File: src/rtl/fetch_stage_pkg.sv
// Shared definitions for the instruction-fetch stage: state encoding,
// bubble instruction and default boot address.
package fetch_stage_pkg;

    typedef enum logic [1:0] {
        IDLE,
        FETCH,
        HOLD,
        DROP
    } fetch_state_e;

    localparam logic [31:0] NOP_INSTR        = 32'h0000_0000;
    localparam logic [31:0] RESET_PC_DEFAULT = 32'hBFC0_0000;

endpackage

File: src/rtl/fetch_stage_if.sv
// Single-outstanding-request instruction-memory port.
// The fetch stage is the master; memory is the slave.
interface fetch_stage_if;

    logic        inst_req;
    logic [31:0] inst_addr;
    logic        inst_ack;
    logic [31:0] inst_rdata;

    modport master (
        output inst_req,
        output inst_addr,
        input  inst_ack,
        input  inst_rdata
    );

    modport slave (
        input  inst_req,
        input  inst_addr,
        output inst_ack,
        output inst_rdata
    );

endinterface

File: src/rtl/flopenrc.sv
// Enabled register with asynchronous active-low reset and synchronous clear.
// Clear only takes effect when the register is enabled.
module flopenrc #(
    parameter int unsigned Width = 32
) (
    input  logic             clk,
    input  logic             rst,
    input  logic             en,
    input  logic             clr,
    input  logic [Width-1:0] d,
    output logic [Width-1:0] q
);

    always_ff @(posedge clk or negedge rst) begin
        if (!rst) begin
            q <= '0;
        end else if (en) begin
            if (clr) begin
                q <= '0;
            end else begin
                q <= d;
            end
        end
    end

endmodule

File: src/rtl/fetch_stage.sv
// MIPS instruction-fetch stage: owns the fetch PC, drives the instruction-memory
// port and loads the IF/ID register, with a one-entry hold buffer for decode stalls.
module fetch_stage
    import fetch_stage_pkg::*;
#(
    parameter logic [31:0] RESET_PC = RESET_PC_DEFAULT
) (
    input  logic          clk,
    input  logic          rst,
    input  logic          stallD,
    input  logic          redirect,
    input  logic [31:0]   redirect_pc,
    fetch_stage_if.master imem,
    output logic [31:0]   instrD,
    output logic [31:0]   pcplus4D,
    output logic          validD,
    output logic          fetch_wait
);

    fetch_state_e state_q;
    logic [31:0]  pcf_q;
    logic [31:0]  reqaddr_q;
    logic [31:0]  bufinstr_q;
    logic [31:0]  bufpc_q;

    logic [31:0]  target;
    logic [31:0]  pcf_plus4;
    logic         busy;
    logic         take;
    logic         bubble;
    logic [64:0]  ifid_d;
    logic [64:0]  ifid_q;

    assign target    = redirect_pc & 32'hFFFF_FFFC;
    assign pcf_plus4 = pcf_q + 32'd4;
    assign busy      = (state_q == FETCH) || (state_q == DROP);
    assign take      = (state_q == FETCH) && imem.inst_ack;

    assign imem.inst_req  = busy;
    assign imem.inst_addr = reqaddr_q;
    assign fetch_wait     = busy && !imem.inst_ack;

    // Anything other than a live word (fresh ack or buffered) becomes a bubble.
    assign bubble = redirect || !(take || (state_q == HOLD));
    assign ifid_d = (state_q == HOLD) ? {bufinstr_q, bufpc_q, 1'b1}
                                      : {imem.inst_rdata, pcf_plus4, 1'b1};

    flopenrc #(
        .Width (65)
    ) u_ifid (
        .clk (clk),
        .rst (rst),
        .en  (!stallD),
        .clr (bubble),
        .d   (ifid_d),
        .q   (ifid_q)
    );

    assign instrD   = ifid_q[64:33];
    assign pcplus4D = ifid_q[32:1];
    assign validD   = ifid_q[0];

    always_ff @(posedge clk or negedge rst) begin
        if (!rst) begin
            state_q    <= IDLE;
            pcf_q      <= RESET_PC;
            reqaddr_q  <= RESET_PC;
            bufinstr_q <= NOP_INSTR;
            bufpc_q    <= 32'h0;
        end else if (redirect) begin
            pcf_q <= target;
            // An unanswered request must still complete before the target can go out.
            if (busy && !imem.inst_ack) begin
                state_q <= DROP;
            end else begin
                reqaddr_q <= target;
                state_q   <= FETCH;
            end
        end else begin
            unique case (state_q)
                IDLE: state_q <= FETCH;
                FETCH: begin
                    if (imem.inst_ack) begin
                        pcf_q <= pcf_plus4;
                        if (stallD) begin
                            bufinstr_q <= imem.inst_rdata;
                            bufpc_q    <= pcf_plus4;
                            state_q    <= HOLD;
                        end else begin
                            reqaddr_q <= pcf_plus4;
                        end
                    end
                end
                HOLD: begin
                    if (!stallD) begin
                        reqaddr_q <= pcf_q;
                        state_q   <= FETCH;
                    end
                end
                DROP: begin
                    if (imem.inst_ack) begin
                        reqaddr_q <= pcf_q;
                        state_q   <= FETCH;
                    end
                end
                default: state_q <= IDLE;
            endcase
        end
    end

endmodule

File: src/flat_wrapper.sv
// flat-port wrapper written by rule: the top's interface ports become plain ports
module fetch_stage_flat import fetch_stage_pkg::*;
#(
    parameter logic [31:0] RESET_PC = RESET_PC_DEFAULT
)
  (clk, rst, stallD, redirect, redirect_pc, instrD, pcplus4D, validD, fetch_wait, imem_inst_req, imem_inst_addr, imem_inst_ack, imem_inst_rdata);
  fetch_stage_if imem_i ();
  input  logic clk;
  input  logic rst;
  input  logic stallD;
  input  logic redirect;
  input  logic [31:0] redirect_pc;
  output logic [31:0] instrD;
  output logic [31:0] pcplus4D;
  output logic validD;
  output logic fetch_wait;
  output wire logic [$bits(imem_i.inst_req)-1:0] imem_inst_req;
  output wire logic [$bits(imem_i.inst_addr)-1:0] imem_inst_addr;
  input wire logic [$bits(imem_i.inst_ack)-1:0] imem_inst_ack;
  input wire logic [$bits(imem_i.inst_rdata)-1:0] imem_inst_rdata;
  assign imem_inst_req = imem_i.inst_req;
  assign imem_inst_addr = imem_i.inst_addr;
  assign imem_i.inst_ack = imem_inst_ack;
  assign imem_i.inst_rdata = imem_inst_rdata;
  fetch_stage #(.RESET_PC(RESET_PC)) u_core (.clk(clk), .rst(rst), .stallD(stallD), .redirect(redirect), .redirect_pc(redirect_pc), .imem(imem_i), .instrD(instrD), .pcplus4D(pcplus4D), .validD(validD), .fetch_wait(fetch_wait));
endmodule
File: config.mk
export PLATFORM = sky130hd
export DESIGN_NAME = fetch_stage_flat
export DESIGN_NICKNAME = d
export VERILOG_FILES = /design/src/rtl/fetch_stage_pkg.sv /design/src/rtl/fetch_stage_if.sv /design/src/rtl/flopenrc.sv /design/src/rtl/fetch_stage.sv /design/src/flat_wrapper.sv
export SDC_FILE = /design/constraint.sdc
export NUM_CORES = 1
export LEC_CHECK = 0
export CAP_MARGIN = 20
export CORE_MARGIN = 5
export CORE_UTILIZATION = 40
export CTS_BUF_LIST = sky130_fd_sc_hd__clkbuf_16
export CTS_CLUSTER_SIZE = 10
export DETAILED_ROUTE_END_ITERATION = 6
export SYNTH_ARGS = -nofsm -noshare
export SYNTH_HDL_FRONTEND = slang
export SYNTH_SLANG_ARGS = --single-unit
File: constraint.sdc
create_clock -name clk -period 3.2 [get_ports clk]
set_clock_uncertainty 0.1 [all_clocks]
set_input_delay 0.32 -clock clk [delete_from_list [all_inputs] [get_ports clk]]
set_output_delay 0.32 -clock clk [all_outputs]
set_load 0.01 [all_outputs]
==> flow_summary_export.csv <==
group,metric,value,unit
floorplan,die_area,26700,um2
synth,synth_xor_area_share,7.36,%
setup_path,r2r_slack,570,ps
route,viasPerCell,5.25,
clock_tree,numCtsBuffers,17,
route,drt-total-wl,24900,um
route,drt-pass1-iter-count,5,
synth,netlist-cell-type-count,66,
synth,synth_ff_type,"dfrtp_1",
power_and_ir_drop,power_frac_clock,33.1,%
worst_hold_path,holdCritStartpoint,"stallD",
setup_path,arrival,2280,ps
route,drt_iter0_markers,482,
clock_tree,cts_max_path_buffers,2,
setup_path,timing.rr.end,"u_core.imem.inst_addr[20]",
sta,rsz0062_at_grt,"false",
global_route,grt_max_degree,77,
floorplan,io_pins,168,
clock_tree,cts.sinks,188,
global_route,overflow,0,
global_route,grt.total_usage,18.7,%
finish,seq_area,4730,um2
floorplan,fp.dieW,163,um
floorplan,core,23300,um2
route,vias,7272,
sta,slew_headroom,50.3,%
synth,synth.most_common_cell,"dfrtp_1",
placement,gp_congestion,0.860,
setup_path,worst-r2r-cell-count,6,
setup_path,critPathLaunch,"u_core.state_q[0]",
synth,async_reset_ff_share,100,%
sta,finalCritPeriodShare,84.4,%
sta,hold_viol,0,
sta,post-route-min-period,2700,ps
finish,finish.utilization,51.1,%
power_and_ir_drop,leakagePower,0.00468,uW
power_and_ir_drop,swShare,30.8,%
worst_hold_path,hold_class,"in -> reg",
floorplan,start_util,40.3,%
clock_tree,clock-root-buffer,"clkbuf_16",
synth,synth_edf_count,0,
status,status,"finished, final reports clean",
synth,synth_top_family_by_area,"simple AND/OR/NAND/NOR gates",
synth,ys_ff_latch,188,
synth,yosys-top-cells-count,"170 x dfrtp_1, 114 x nand2_1, 101 x o21ai_0, 83 x nor2_1, 44 x xnor2_1",
synth,post_synth.cell_area_avg,10.1,um2
synth,ys_top_cells_by_area,"dfrtp_1 45%, o21ai_0 5.4%, dfstp_2 5.0%",
clock_tree,cts-htree-levels,4,
global_route,grt_pass1_vias,7040,
clock_tree,insertion_delay,440,ps
power_and_ir_drop,ir_worst_vdd,354,uV
setup_path,startpoint_type,"register",
sta,fin_setup_tns,0,ps
global_route,grt_pass1_wl,39500,um
route,drc_errors,0,
synth,synth_area_leader_cell,"dfrtp_1",
setup_path,worst-path-max-fanout,9,
floorplan,rows,56,
worst_hold_path,holdPathStages,3,
route,wl_per_cell,18.0,um
sta,hold_ws,197,ps
power_and_ir_drop,internal_power,4540,uW
finish,multi_input_area,4300,um2
finish,drive_gt1_share,13.9,%
power_and_ir_drop,power_density,550,nW/um2
job,cap_violations,0,
power_and_ir_drop,p_comb_share,19.9,%
power_and_ir_drop,power.share.sequential,47.0,%
finish,nets,1122,
finish,synthToLayoutAreaGrowth,26.9,%
setup_path,endpoint_kind,"output pin",
power_and_ir_drop,p_switching,2020,uW
sta,fmax,370,MHz
global_route,antenna_found_initial,1,
synth,synth_fa_ha_area_share,0.133,%
synth,synthCells,928,
finish,n_antenna_cell,0,
clock_tree,cts_resized,0,
clock_tree,clkSlewWorstSetupHoldPaths,70,ps
sta,finalSetupViolCount,0,
synth,synth_compound_area_share,13.4,%
setup_path,path_class,"reg -> out",
placement,detailedPlacementHpwl,17100,um
sta,slew_violations,0,
placement,io_buffers,163,
synth,synth_top_area_share,45.2,%
synth,ys_seq_area_share,50.3,%
worst_hold_path,hold_end,"u_core.state_q[0]",
synth,synth-simple-area-share,16.3,%
clock_tree,cts_tree,"built",
route,ant_nets,0,
setup_path,reg2reg_from,"u_core.pcf_q[2]",
synth,netlist_area,9410,um2
floorplan,die_y,163,um
sta,max_slew.worst_pin.slew,744,ps
synth,yosysWarnings,0,
finish,fillers,2178,
synth,synthMuxAreaShare,8.06,%
setup_path,cp.required,2780,ps
-- stage by stage --
step / std cells / power [uW] / area (um2) / setup slack (ps)
6_report: 1384 / 6570 / 11900 / 500
5_1_grt: 1384 / 6900 / 11900 / 382
4_1_cts: 1384 / 6640 / 11900 / 481
3_5_place_dp: 1351 / 4450 / 11300 / 479
3_3_place_gp: 1350 / 4420 / 11300 / 521
2_1_floorplan: 929 / 3820 / 9410 / 968
-- power groups by stage --
stage / registers [uW] / clock network (uW) / logic [uW]
floorplan: 3070 / 0 / 756
global placement: 3110 / 0 / 1300
detailed placement: 3130 / 0 / 1320
CTS: 3090 / 2230 / 1320
global route: 3140 / 2310 / 1440
finish: 3090 / 2170 / 1310
-- flip-flops by register name, summed over array words and instances (netlist names) --
| signal | flops |
|---|---|
| u_core.pcf_q | 30 |
| u_core.bufpc_q | 30 |
| u_core.u_ifid.q | 63 |
| u_core.imem.inst_addr | 31 |
| u_core.state_q | 2 |
| u_core.bufinstr_q | 32 |
-- worst max-delay path by stage --
stage | end | slack [ps] | cells after the start
finish | fetch_wait | 500 | 2
global route | fetch_wait | 380 | 2
CTS | fetch_wait | 480 | 2
detailed placement | u_core.u_ifid.q[26] | 480 | 6
global placement | u_core.imem.inst_addr[11] | 520 | 7
floorplan | u_core.imem.inst_addr[20] | 970 | 6
-- metal layers --
layer | GRT usage [%] | share of wire [%]
met3 | 3.00 | 4.8
met1 | 27.8 | 48
met5 | 0 | 0.048
met4 | 5.22 | 1.5
met2 | 28.5 | 46
-- cell type report --
class | count | share of cell area [%]
repair buffers | 187 | 15.8
inverters | 5 | 0.157
clock buffers | 17 | 3.57
clock inverters | 15 | 1.55
well taps | 319 | 3.35
flip-flops and latches | 188 | 39.6
multi-input cells | 653 | 36.0
-- layout by cell type, fill, tap and decap left out, drive strengths merged, types with 14 or more instances in the layout --
master         instances
dfrtp                170
clkdlybuf4s50        161
nand2                114
o21ai                105
nor2                  83
xnor2                 44
mux2                  38
xor2                  35
a21oi                 34
mux2i                 33
buf                   24
nand3                 19
dfstp                 18
clkbuf                18
a22oi                 16
inv                   15
a221oi                14
-- kinds of logic after synthesis --
group           count (synthesis)
buf+inv                        88
simple gates                  293
flops                         188
fa+ha+maj                       1
other cells                     1
mux                            71
xor+xnor                       79
compound gates                207
-- what timing repair did --
action | in CTS | in global routing
hold endpoints to repair | 52 | 0
hold buffers | 1 | 0
setup buffers | 0 | 0
-- critical path: stages, from the launching register on --
cell             delay, ps
dfrtp_1                520
nor2b_1                660
clkdlybuf4s50_1        670
Note: power is estimated with default switching activity, not from simulation.
==> RTL edit: new RTL, config.mk and constraints unchanged <==
Make the reset (`rst`) synchronous in 2 clocked blocks. Comments in the files are not updated.
--- a/src/rtl/flopenrc.sv
+++ b/src/rtl/flopenrc.sv
@@ -11,7 +11,7 @@
     output logic [Width-1:0] q
 );
 
-    always_ff @(posedge clk or negedge rst) begin
+    always_ff @(posedge clk) begin
         if (!rst) begin
             q <= '0;
         end else if (en) begin
--- a/src/rtl/fetch_stage.sv
+++ b/src/rtl/fetch_stage.sv
@@ -60,7 +60,7 @@
     assign pcplus4D = ifid_q[32:1];
     assign validD   = ifid_q[0];
 
-    always_ff @(posedge clk or negedge rst) begin
+    always_ff @(posedge clk) begin
         if (!rst) begin
             state_q    <= IDLE;
             pcf_q      <= RESET_PC;
Formal check against the unedited RTL: differs if rst is asserted again (counterexample within 4 cycles, from zero or initial values and one cycle with rst low); with rst held inactive, the same outputs for 4 cycles.
==> RTL edit against the original RTL <==
Hold slack worse by 0.057 ns. Sequential cell count is 1 lower. Count of clock-buffer cells in the layout unchanged. Wire length is 6.7% higher. Setup slack better by 0.066 ns. Core utilization about the same. Cell area down 7.0%. Die area is 6.3% lower. Synthesized cell count grew 20%. Power is 19% lower. Area after synthesis down 6.7%. Critical endpoint is now u_core.u_ifid.q[19]. Largest power group unchanged.
==> RTL edit: results (changes against the original RTL) <==
grt_pass1_wl_microns: 41800  # +5.8%
grt_pass1_vias: 7382  # +4.9%
grt_usage_pct: 21.0  # +2.2 points
vias: 8129  # +12%
switching_share_pct: 27.6  # -3.2 points
postPlaceCellArea_sq_um: 10500  # -7.1%
buffers: 191  # +2.1%
antenna_found_initial: 0  # -1
synthTopCellsByCount: "dfxtp_1 (187), nand2_1 (174), a21oi_1 (152), nor2_1 (99), clkbuf_1 (73)"
drtIter0Drc: 633  # +31%
timing.final.ws_setup_ns: 0.566  # +0.0665 ns
cellLeakagePower_nw: 3.76  # -20%
hold_slack_ns: 0.140  # -0.0571 ns
cp_top_family: "simple AND/OR/NAND/NOR gates"
portBuffers: 161  # -1.2%
vdd_drop_max_v: 0.000389  # +9.8%
ys_seq_area_share_pct: 42.6  # -7.6 points
ys_types: 62  # -6.1%
slowest_stage: "dfxtp_1"
synth_cells: 1118  # +20%
inverters: 7  # +2
buffer_area_share_pct: 16.6  # +0.82 points
syn_to_final_growth_pct: 26.4
place_inst: 1475  # +9.2%
holdPathEnd: "u_core.pcf_q[9]"
num_rows: 54  # -3.6%
synth_top_cells_by_area: "dfxtp_1 (43%), a21oi_1 (8.7%), nand2_1 (7.4%), xnor2_1 (5.4%), nor2_1 (4.2%)"
place_worst_setup_slack_ns: 0.407  # -0.0712 ns
routed_wl_microns: 26500  # +6.7%
startpoint: "u_core.state_q[0]"
status: "finished clean"
## RTL edit: metal layers
| metal | vias up | wire length (microns) | part of all wire [%] | GRT usage (%) |
|---|---|---|---|---|
| met5 | - | 0 | 0 | 0 |
| met4 | 0 | 390 | 1.5 | 4.96 |
| met3 | 27 | 1710 | 6.5 | 4.65 |
| met2 | 259 | 12100 | 46 | 31.8 |
| met1 | 3776 | 12300 | 46 | 30.4 |
| li1 | 4067 | - | - | - |
## RTL edit: kinds of logic after synthesis
kind of cell	after synthesis	synth area share, %
AND/OR/NAND/NOR	409	22.0
AO/OA/AOI/OAI	313	20.8
flip-flops	187	42.6
buffers and inverters	124	6.03
XOR/XNOR	79	7.88
multiplexers	3	0.356
adder cells (fa/ha/maj)	2	0.257
other	1	0.0427
## RTL edit: power groups by stage
stage	Clock (mW)	Combinational, mW	Sequential [mW]
after global routing	2.29	0.722	2.53
after global placement	0	0.656	2.56
final	2.12	0.660	2.52
after detailed placement	0	0.658	2.57
after CTS	2.18	0.664	2.51
after floorplan	0	0.384	2.53
